`src/rtl/wb_arbiter2.sv`:
```
// Two-master, one-slave Wishbone arbiter: round-robin grant held for the whole cyc of a transaction.
// Define WB_ARB_TIMEOUT_EN to build the stalled-strobe watchdog driven by parameter timeout_cycles.
module wb_arbiter2 #(
   parameter int adr_width      = 32,
   parameter int dat_width      = 32,
   parameter int timeout_cycles = 255
) (
   input  logic                   clk,
   input  logic                   reset,
   input  logic [adr_width-1:0]   m0_adr_i,
   input  logic [dat_width-1:0]   m0_dat_i,
   output logic [dat_width-1:0]   m0_dat_o,
   input  logic [dat_width/8-1:0] m0_sel_i,
   input  logic                   m0_we_i,
   input  logic                   m0_cyc_i,
   input  logic                   m0_stb_i,
   output logic                   m0_ack_o,
   output logic                   m0_err_o,
   input  logic [adr_width-1:0]   m1_adr_i,
   input  logic [dat_width-1:0]   m1_dat_i,
   output logic [dat_width-1:0]   m1_dat_o,
   input  logic [dat_width/8-1:0] m1_sel_i,
   input  logic                   m1_we_i,
   input  logic                   m1_cyc_i,
   input  logic                   m1_stb_i,
   output logic                   m1_ack_o,
   output logic                   m1_err_o,
   output logic [adr_width-1:0]   s_adr_o,
   output logic [dat_width-1:0]   s_dat_o,
   output logic [dat_width/8-1:0] s_sel_o,
   output logic                   s_we_o,
   output logic                   s_cyc_o,
   output logic                   s_stb_o,
   input  logic [dat_width-1:0]   s_dat_i,
   input  logic                   s_ack_i,
   output logic [1:0]             gnt_o
);

   // The state encoding doubles as the one-hot grant vector.
   typedef enum logic [1:0] {
      IDLE = 2'b00,
      GNT0 = 2'b01,
      GNT1 = 2'b10
   } stateT;

   stateT rState;
   logic  rLast;
   logic  wErr;

   // rLast remembers who was served most recently so a simultaneous request goes to the other master.
   always_ff @(posedge clk) begin
      if (reset) begin
         rState <= IDLE;
         rLast  <= 1'b1;
      end else begin
         case (rState)
            IDLE: begin
               if (m0_cyc_i && m1_cyc_i)
                  rState <= rLast ? GNT0 : GNT1;
               else if (m0_cyc_i)
                  rState <= GNT0;
               else if (m1_cyc_i)
                  rState <= GNT1;
            end
            GNT0: begin
               if (!m0_cyc_i) begin
                  rState <= IDLE;
                  rLast  <= 1'b0;
               end
            end
            GNT1: begin
               if (!m1_cyc_i) begin
                  rState <= IDLE;
                  rLast  <= 1'b1;
               end
            end
            default: rState <= IDLE;
         endcase
      end
   end

   assign gnt_o = rState;

`ifdef WB_ARB_TIMEOUT_EN
   localparam logic [15:0] WD_LAST = 16'(timeout_cycles - 1);

   logic [15:0] rWdog;
   logic        wGranted;
   logic        wStb;
   logic        wLeave;

   // An ack in the terminal cycle takes priority over the timeout.
   assign wGranted = (rState == GNT0) || (rState == GNT1);
   assign wStb     = ((rState == GNT0) && m0_stb_i) || ((rState == GNT1) && m1_stb_i);
   assign wLeave   = ((rState == GNT0) && !m0_cyc_i) || ((rState == GNT1) && !m1_cyc_i);
   assign wErr     = wGranted && wStb && !s_ack_i && (rWdog == WD_LAST);

   // Watchdog counts stalled strobe cycles and clears on ack, state change, error or reset.
   always_ff @(posedge clk) begin
      if (reset)
         rWdog <= '0;
      else if (s_ack_i || wLeave || wErr)
         rWdog <= '0;
      else if (wGranted && wStb)
         rWdog <= rWdog + 16'd1;
   end
`else
   assign wErr = 1'b0;
`endif

   // Routes the granted master to the slave; a watchdog error also masks the slave request for that cycle.
   always_comb begin
      s_adr_o  = '0;
      s_dat_o  = '0;
      s_sel_o  = '0;
      s_we_o   = 1'b0;
      s_cyc_o  = 1'b0;
      s_stb_o  = 1'b0;
      m0_dat_o = '0;
      m0_ack_o = 1'b0;
      m0_err_o = 1'b0;
      m1_dat_o = '0;
      m1_ack_o = 1'b0;
      m1_err_o = 1'b0;
      case (rState)
         GNT0: begin
            s_adr_o  = m0_adr_i;
            s_dat_o  = m0_dat_i;
            s_sel_o  = m0_sel_i;
            s_we_o   = m0_we_i;
            s_cyc_o  = m0_cyc_i && !wErr;
            s_stb_o  = m0_stb_i && !wErr;
            m0_dat_o = s_dat_i;
            m0_ack_o = s_ack_i;
            m0_err_o = wErr;
         end
         GNT1: begin
            s_adr_o  = m1_adr_i;
            s_dat_o  = m1_dat_i;
            s_sel_o  = m1_sel_i;
            s_we_o   = m1_we_i;
            s_cyc_o  = m1_cyc_i && !wErr;
            s_stb_o  = m1_stb_i && !wErr;
            m1_dat_o = s_dat_i;
            m1_ack_o = s_ack_i;
            m1_err_o = wErr;
         end
         default: ;
      endcase
   end

endmodule

```
`config.mk`:
```
export PLATFORM = sky130hd
export DESIGN_NAME = wb_arbiter2
export DESIGN_NICKNAME = d
export VERILOG_FILES = /design/src/rtl/wb_arbiter2.sv
export SDC_FILE = /design/constraint.sdc
export NUM_CORES = 1
export LEC_CHECK = 0
export CORE_AREA = 2 2 124 126
export CTS_CLUSTER_DIAMETER = 60
export DETAILED_ROUTE_END_ITERATION = 8
export DIE_AREA = 0 0 126 128
export PLACE_DENSITY = 0.57
export RECOVER_POWER = 50
export SETUP_SLACK_MARGIN = 0.2
export SLEW_MARGIN = 15
export SYNTH_ARGS = -nofsm -noshare
export SYNTH_HDL_FRONTEND = slang
export SYNTH_SLANG_ARGS = --single-unit
```
`constraint.sdc`:
```
create_clock -name clk -period 3.75 [get_ports clk]
set_clock_uncertainty 0.1 [all_clocks]
set_input_delay 1.125 -clock clk [delete_from_list [all_inputs] [get_ports clk]]
set_output_delay 1.125 -clock clk [all_outputs]
set_load 0.02 [all_outputs]
```
==> results.yml, run 1 <==
floorplanning:
  initial_utilization_pct: 11.7
  die_width_um: 126
  row_count: 45
  coreArea_um2: 14900
  die_y_um: 128
  dieArea_um2: 16100
  io_pins: 318
layout:
  finish.instance_area_um2: 4800
  nets: 742
  antenna_cells: 0
  drive_gt1_share_pct: 2.50
  area_growth_pct: 176
timing:
  fin_setup_tns_ps: 0
  min_period_ps: 3570
  hold_viol_final: 0
  drv_slew: 0
  rsz0062_at_grt: "false"
  setup_viol: 0
  fin_crit_sh_pct: 95.1
  max_freq_mhz: 280
synth:
  yosysMostFrequentCell: "nor2b_1"
  synth_edf_count: 0
  post_synth.cell_area_avg_um2: 6.56
  syn_inst: 265
  synth_area_um2: 1740
  ys_top_cells_by_area: "a22oi_1 30%, nor2b_1 26%, and2_1 24%"
  synth_seq_cells: 3
  synth_async_sr_flop_share_pct: 0
  seq_area_frac_synth_pct: 3.45
  ys.flop_type: "dfxtp_1"
  synth_top_area_share_pct: 30.2
  yosys.area.top_type: "a22oi_1"
  yosysWarnings: 0
  synth.distinct_cells: 21
  synthTopCellsByCount: "71 x nor2b_1, 70 x a22oi_1, 67 x and2_1"
global_routing:
  use_met1_pct: 13.5
  overflow: 0
  grt_max_degree: 74
  antenna_found_initial: 1
  top_usage_layer: "met2"
  met2_usage_pct: 22.3
  track_usage_pct: 12.2
  grt_pass1_vias: 3087
  grt_use_met3_pct: 4.59
  grt_pass1_wl_mm: 15.8
status:
  outcome: "completed"
setup_path:
  r2r_start: "gnt_o[0]"
  cp.required_ps: 2520
  path_max_fanout: 6
  worstSetupStartpoint: "m0_cyc_i"
  critPathKind: "input pin to output pin"
  worstRegToRegCells: 6
  cp_slowest_cell: "dlygate4sd3_1"
  max_stage_delay_ps: 610
  timing.rr.end: "gnt_o[0]"
  end_kind: "output pin"
  crit_path_end: "s_cyc_o"
  arrival_ps: 2340
  ff2ff_setup_slack_ps: 1680
  startpoint_type: "input pin"
  worstPathCellList: "dlygate4sd3_1 -> a22o_1 -> and2_1 -> buf_4"
cts:
  cts_buffer_depth: 2
  cts_sinks: 3
  clk_latency_ps: 220
  cts_buffers: 3
  cts_htree_levels: 1
  cts-resized-gates: 89
  postCtsHoldBufs: 0
  cts_tree: "yes"
  postCtsSetupBuffers: 0
  cts_root_buffer: "clkbuf_16"
  clkTransAtPathRegs_ps: 30
detailed_routing:
  firstDrtPassIters: 4
  vias_per_cell: 4.11
  wirelength_mm: 10.7
  wl_per_cell_um: 14.3
  ant_nets: 0
  drt-initial-drc-count: 82
  vias: 3075
  remaining_drc_errors: 0
placed_design:
  placed_area_um2: 5100
  dpl.hpwl_mm: 8.62
  gp_congestion: 0.822
  placement.io_buffers: 315
power:
  powerDensity_nw_per_um2: 181
  max-vdd-ir-drop_v: 0.000112
  power_leakage_nw: 2.03
job:
  drv_cap: 0
min_path:
  min_path_type: "flop to flop"
cell type report:
class / count / area (um^2)
Clock buffer: 4 / 78.8
Sequential cell: 3 / 60.1
Inverter: 4 / 15.0
Timing Repair Buffer: 322 / 2860
Fill cell: 1607 / 10100
Multi-Input combinational cell: 227 / 1550
Tap cell: 188 / 235
per-layer routing:
layer,share of wire [%],wire (um)
met5,0.15,16
met4,0.99,106
met2,51,5420
met3,11,1160
met1,37,3980
worst min path at each step:
stage               start    end  depth (start not counted)
floorplan           rLast  rLast                          2
finish              rLast  rLast                          2
CTS                 rLast  rLast                          2
global placement    rLast  rLast                          2
detailed placement  rLast  rLast                          2
global route        rLast  rLast                          2
stage by stage:
stage	util (%)	hold slack (ps)	power [mW]	setup WS, ps	std cells
3_5_place_dp	34.3	448	0.778	39.7	744
4_1_cts	34.1	451	0.917	201	748
6_report	32.3	448	0.867	184	748
5_1_grt	32.3	497	0.932	124	748
2_1_floorplan	-	410	0.370	885	266
3_3_place_gp	34.3	436	0.770	55.7	744
cells by family (layout without fill, tap and decap cells):
kind of cell / after synthesis / after routing / share of synthesized area, %
and+or+nand+nor: 142 / 142 / 51.2
AOI/OAI and AO/OA: 79 / 79 / 33.5
buffers and inverters: 36 / 330 / 8.70
DFF: 3 / 3 / 3.45
other: 1 / 2 / 0.216
adders and majority gates: 4 / 4 / 2.88
state kept, by name, indices dropped and copies added (netlist names):
register,cells
rLast,1
gnt_o,2
report_power, final:
group          internal, mW  total (mW)  switching [mW]
clock                 0.140       0.170          0.0300
sequential           0.0357      0.0405         0.00473
combinational         0.345       0.656           0.312
worst max-delay path: cells and delay by family:
family	cells	cell delay (ps)
AND/OR/NAND/NOR	1	170
AO/OA/AOI/OAI	1	280
buffers and inverters	2	770
cells in the final DEF, fill, tap and decap left out, types with 2 or more instances in the layout:
master | netlist | layout
conb_1 | 1 | 2
buf_12 | 0 | 3
and2_0 | 0 | 7
o21ai_0 | 2 | 2
a21oi_1 | 4 | 4
clkbuf_16 | 0 | 3
inv_1 | 4 | 4
and2_1 | 67 | 60
buf_4 | 2 | 5
dfxtp_1 | 3 | 3
dlygate4sd3_1 | 0 | 18
clkdlybuf4s50_1 | 0 | 164
dlygate4sd2_1 | 0 | 89
a22oi_1 | 70 | 70
ha_2 | 0 | 2
nor2b_1 | 71 | 71
clkbuf_1 | 27 | 44
Note: power is estimated with default switching activity, not from simulation.
==> run 2: changes to the inputs <==
--- a/config.mk
+++ b/config.mk
@@ -5,11 +5,11 @@
 export SDC_FILE = /design/constraint.sdc
 export NUM_CORES = 1
 export LEC_CHECK = 0
-export CORE_AREA = 2 2 124 126
+export CORE_AREA = 2 2 122 124
 export CTS_CLUSTER_DIAMETER = 60
 export DETAILED_ROUTE_END_ITERATION = 8
-export DIE_AREA = 0 0 126 128
-export PLACE_DENSITY = 0.57
+export DIE_AREA = 0 0 124 126
+export PLACE_DENSITY = 0.58
 export RECOVER_POWER = 50
 export SETUP_SLACK_MARGIN = 0.2
 export SLEW_MARGIN = 15
==> constraint.sdc (replaced) <==
create_clock -name clk -period 4.1 [get_ports clk]
set_clock_uncertainty 0.1 [all_clocks]
set_input_delay 1.23 -clock clk [delete_from_list [all_inputs] [get_ports clk]]
set_output_delay 1.23 -clock clk [all_outputs]
set_load 0.05 [all_outputs]
==> results.yml, run 2 (same netlist as run 1, synthesis figures left out) <==
timing:
  fin_crit_sh_pct: 92.5
  min_period_ps: 3790
  tightest_slew_ps: 642
  setup_viol: 0
  hold_viol_final: 0
  drv_slew: 0
  max_freq_mhz: 264
  fin_setup_tns_ps: 0
  rsz0062_at_grt: "false"
  holdWs_ps: 443
  slew_headroom_pct: 57.2
setup_path:
  path_max_fanout: 6
  path_buf_inv: 2
  timing.rr.end: "gnt_o[0]"
  worstSetupStartpoint: "m0_cyc_i"
  arrival_ps: 2460
  crit_family: "buffers and inverters"
  startpoint_type: "input pin"
  cp.depth: 4
  end_kind: "output pin"
  ff2ff_setup_slack_ps: 2000
  r2r_start: "gnt_o[0]"
  worstRegToRegCells: 6
  cp_slowest_cell: "dlygate4sd3_1"
  crit_path_end: "s_cyc_o"
  cp.required_ps: 2770
  max_stage_delay_ps: 610
  critPathKind: "input pin to output pin"
  worstPathCellList: "dlygate4sd3_1 -> a22o_1 -> and2_1 -> buf_12"
detailed_routing:
  wirelength_mm: 10.8
  firstDrtPassIters: 4
  vias: 3086
  drt-initial-drc-count: 99
  remaining_drc_errors: 0
  wl_per_cell_um: 14.6
  vias_per_cell: 4.16
  ant_nets: 0
cts:
  clk_latency_ps: 230
  cts_htree_levels: 1
  cts_buffer_depth: 2
  postCtsHoldBufs: 0
  cts-resized-gates: 0
  cts_tree: "yes"
  cts_buffers: 3
  postCtsSetupBuffers: 0
  cts_root_buffer: "clkbuf_16"
  clkTransAtPathRegs_ps: 30
  cts_sinks: 3
global_routing:
  overflow: 0
  grt_pass1_wl_mm: 15.8
  grt_pass1_vias: 3220
  grt_max_degree: 72
  track_usage_pct: 12.8
  antenna_found_initial: 1
power:
  powerDensity_nw_per_um2: 195
  power_leakage_nw: 1.90
  max-vdd-ir-drop_v: 0.000101
floorplanning:
  initial_utilization_pct: 12.2
  row_count: 44
  die_width_um: 124
  die_y_um: 126
  coreArea_um2: 14300
  dieArea_um2: 15600
  io_pins: 318
layout:
  area_growth_pct: 214
  layout_common_cells: "175 x clkdlybuf4s50_1, 74 x buf_12, 71 x nor2b_1"
  multi_input_area_um2: 1550
  final_common_cell: "clkdlybuf4s50_1"
  largest_reg_flops: 2
  nets: 739
  fillers: 1493
  drive_gt1_share_pct: 14.7
  seqCellArea_um2: 60.1
  antenna_cells: 0
placed_design:
  dpl.hpwl_mm: 8.93
  placement.io_buffers: 315
  gp_congestion: 0.779
status:
  outcome: "completed"
min_path:
  min_path_type: "flop to flop"
job:
  drv_cap: 0
[run 2: changes by cell type in the layout (fill, tap and decap cells not counted), sizes merged]
cell,delta
dlygate4sd2,-89
buf,+68
clkbuf,+22
dlygate4sd3,-15
clkdlybuf4s50,+11
[run 2: per-layer routing]
| metal | vias up | part of all wire (%) | GRT usage [%] |
|---|---|---|---|
| li1 | 1504 | - | - |
| met1 | 1378 | 35 | 12.9 |
| met2 | 191 | 52 | 25.2 |
| met3 | 11 | 12 | 4.12 |
| met4 | 2 | 1.1 | 2.64 |
| met5 | - | 0.12 | 0 |
[run 2: cell type report]
| cell class | count | share of cell area, % |
|---|---|---|
| tap | 184 | 4.22 |
| multi-input combinational | 227 | 28.4 |
| sequential | 3 | 1.10 |
| timing repair buffer | 319 | 64.6 |
| clock buffer | 4 | 1.44 |
| inverter | 4 | 0.275 |
[run 2: stage by stage]
step | area, um^2 | instances | power [mW] | utilization (%) | setup slack, ps
floorplan | 1740 | 266 | 0.504 | - | 508
global placement | 5620 | 737 | 0.937 | 39.3 | 425
detailed placement | 5620 | 737 | 0.945 | 39.3 | 393
CTS | 5700 | 741 | 1.11 | 39.8 | 386
global route | 5460 | 741 | 1.12 | 38.1 | 268
finish | 5460 | 741 | 1.06 | 38.1 | 306
[run 2: worst register-to-register path: stages, from the launching register on]
cell and delay, ps:
dfxtp_1 410, inv_1 120, ha_1 210, buf_4 210, a22o_1 290, or4b_1 480, a21oi_1 200
[run 2: worst min path at each step]
stage | start | to | slack [ps] | depth (start not counted)
after floorplan | rLast | rLast | 410 | 2
after global placement | rLast | rLast | 440 | 2
after detailed placement | gnt_o[1] | gnt_o[1] | 440 | 2
after CTS | gnt_o[1] | gnt_o[1] | 450 | 2
after global routing | gnt_o[1] | gnt_o[1] | 480 | 2
final | gnt_o[1] | gnt_o[1] | 440 | 2
[run 2: power breakdown]
group | total [mW] | switching, mW | internal [mW] | leakage, nW
registers | 0.0369 | 0.00417 | 0.0327 | 0.0247
logic | 0.867 | 0.470 | 0.397 | 1.83
clock network | 0.158 | 0.0295 | 0.129 | 0.0382
total | 1.06 | 0.504 | 0.559 | 1.90
==> run 3: changes to the inputs <==
--- a/config.mk
+++ b/config.mk
@@ -5,6 +5,7 @@
 export SDC_FILE = /design/constraint.sdc
 export NUM_CORES = 1
 export LEC_CHECK = 0
+export CAP_MARGIN = 5
 export CORE_AREA = 2 2 122 124
 export CTS_CLUSTER_DIAMETER = 60
 export DETAILED_ROUTE_END_ITERATION = 8
==> results of run 3 <==
Same layout as run 2: the final DEF is identical, and so are final timing and power.
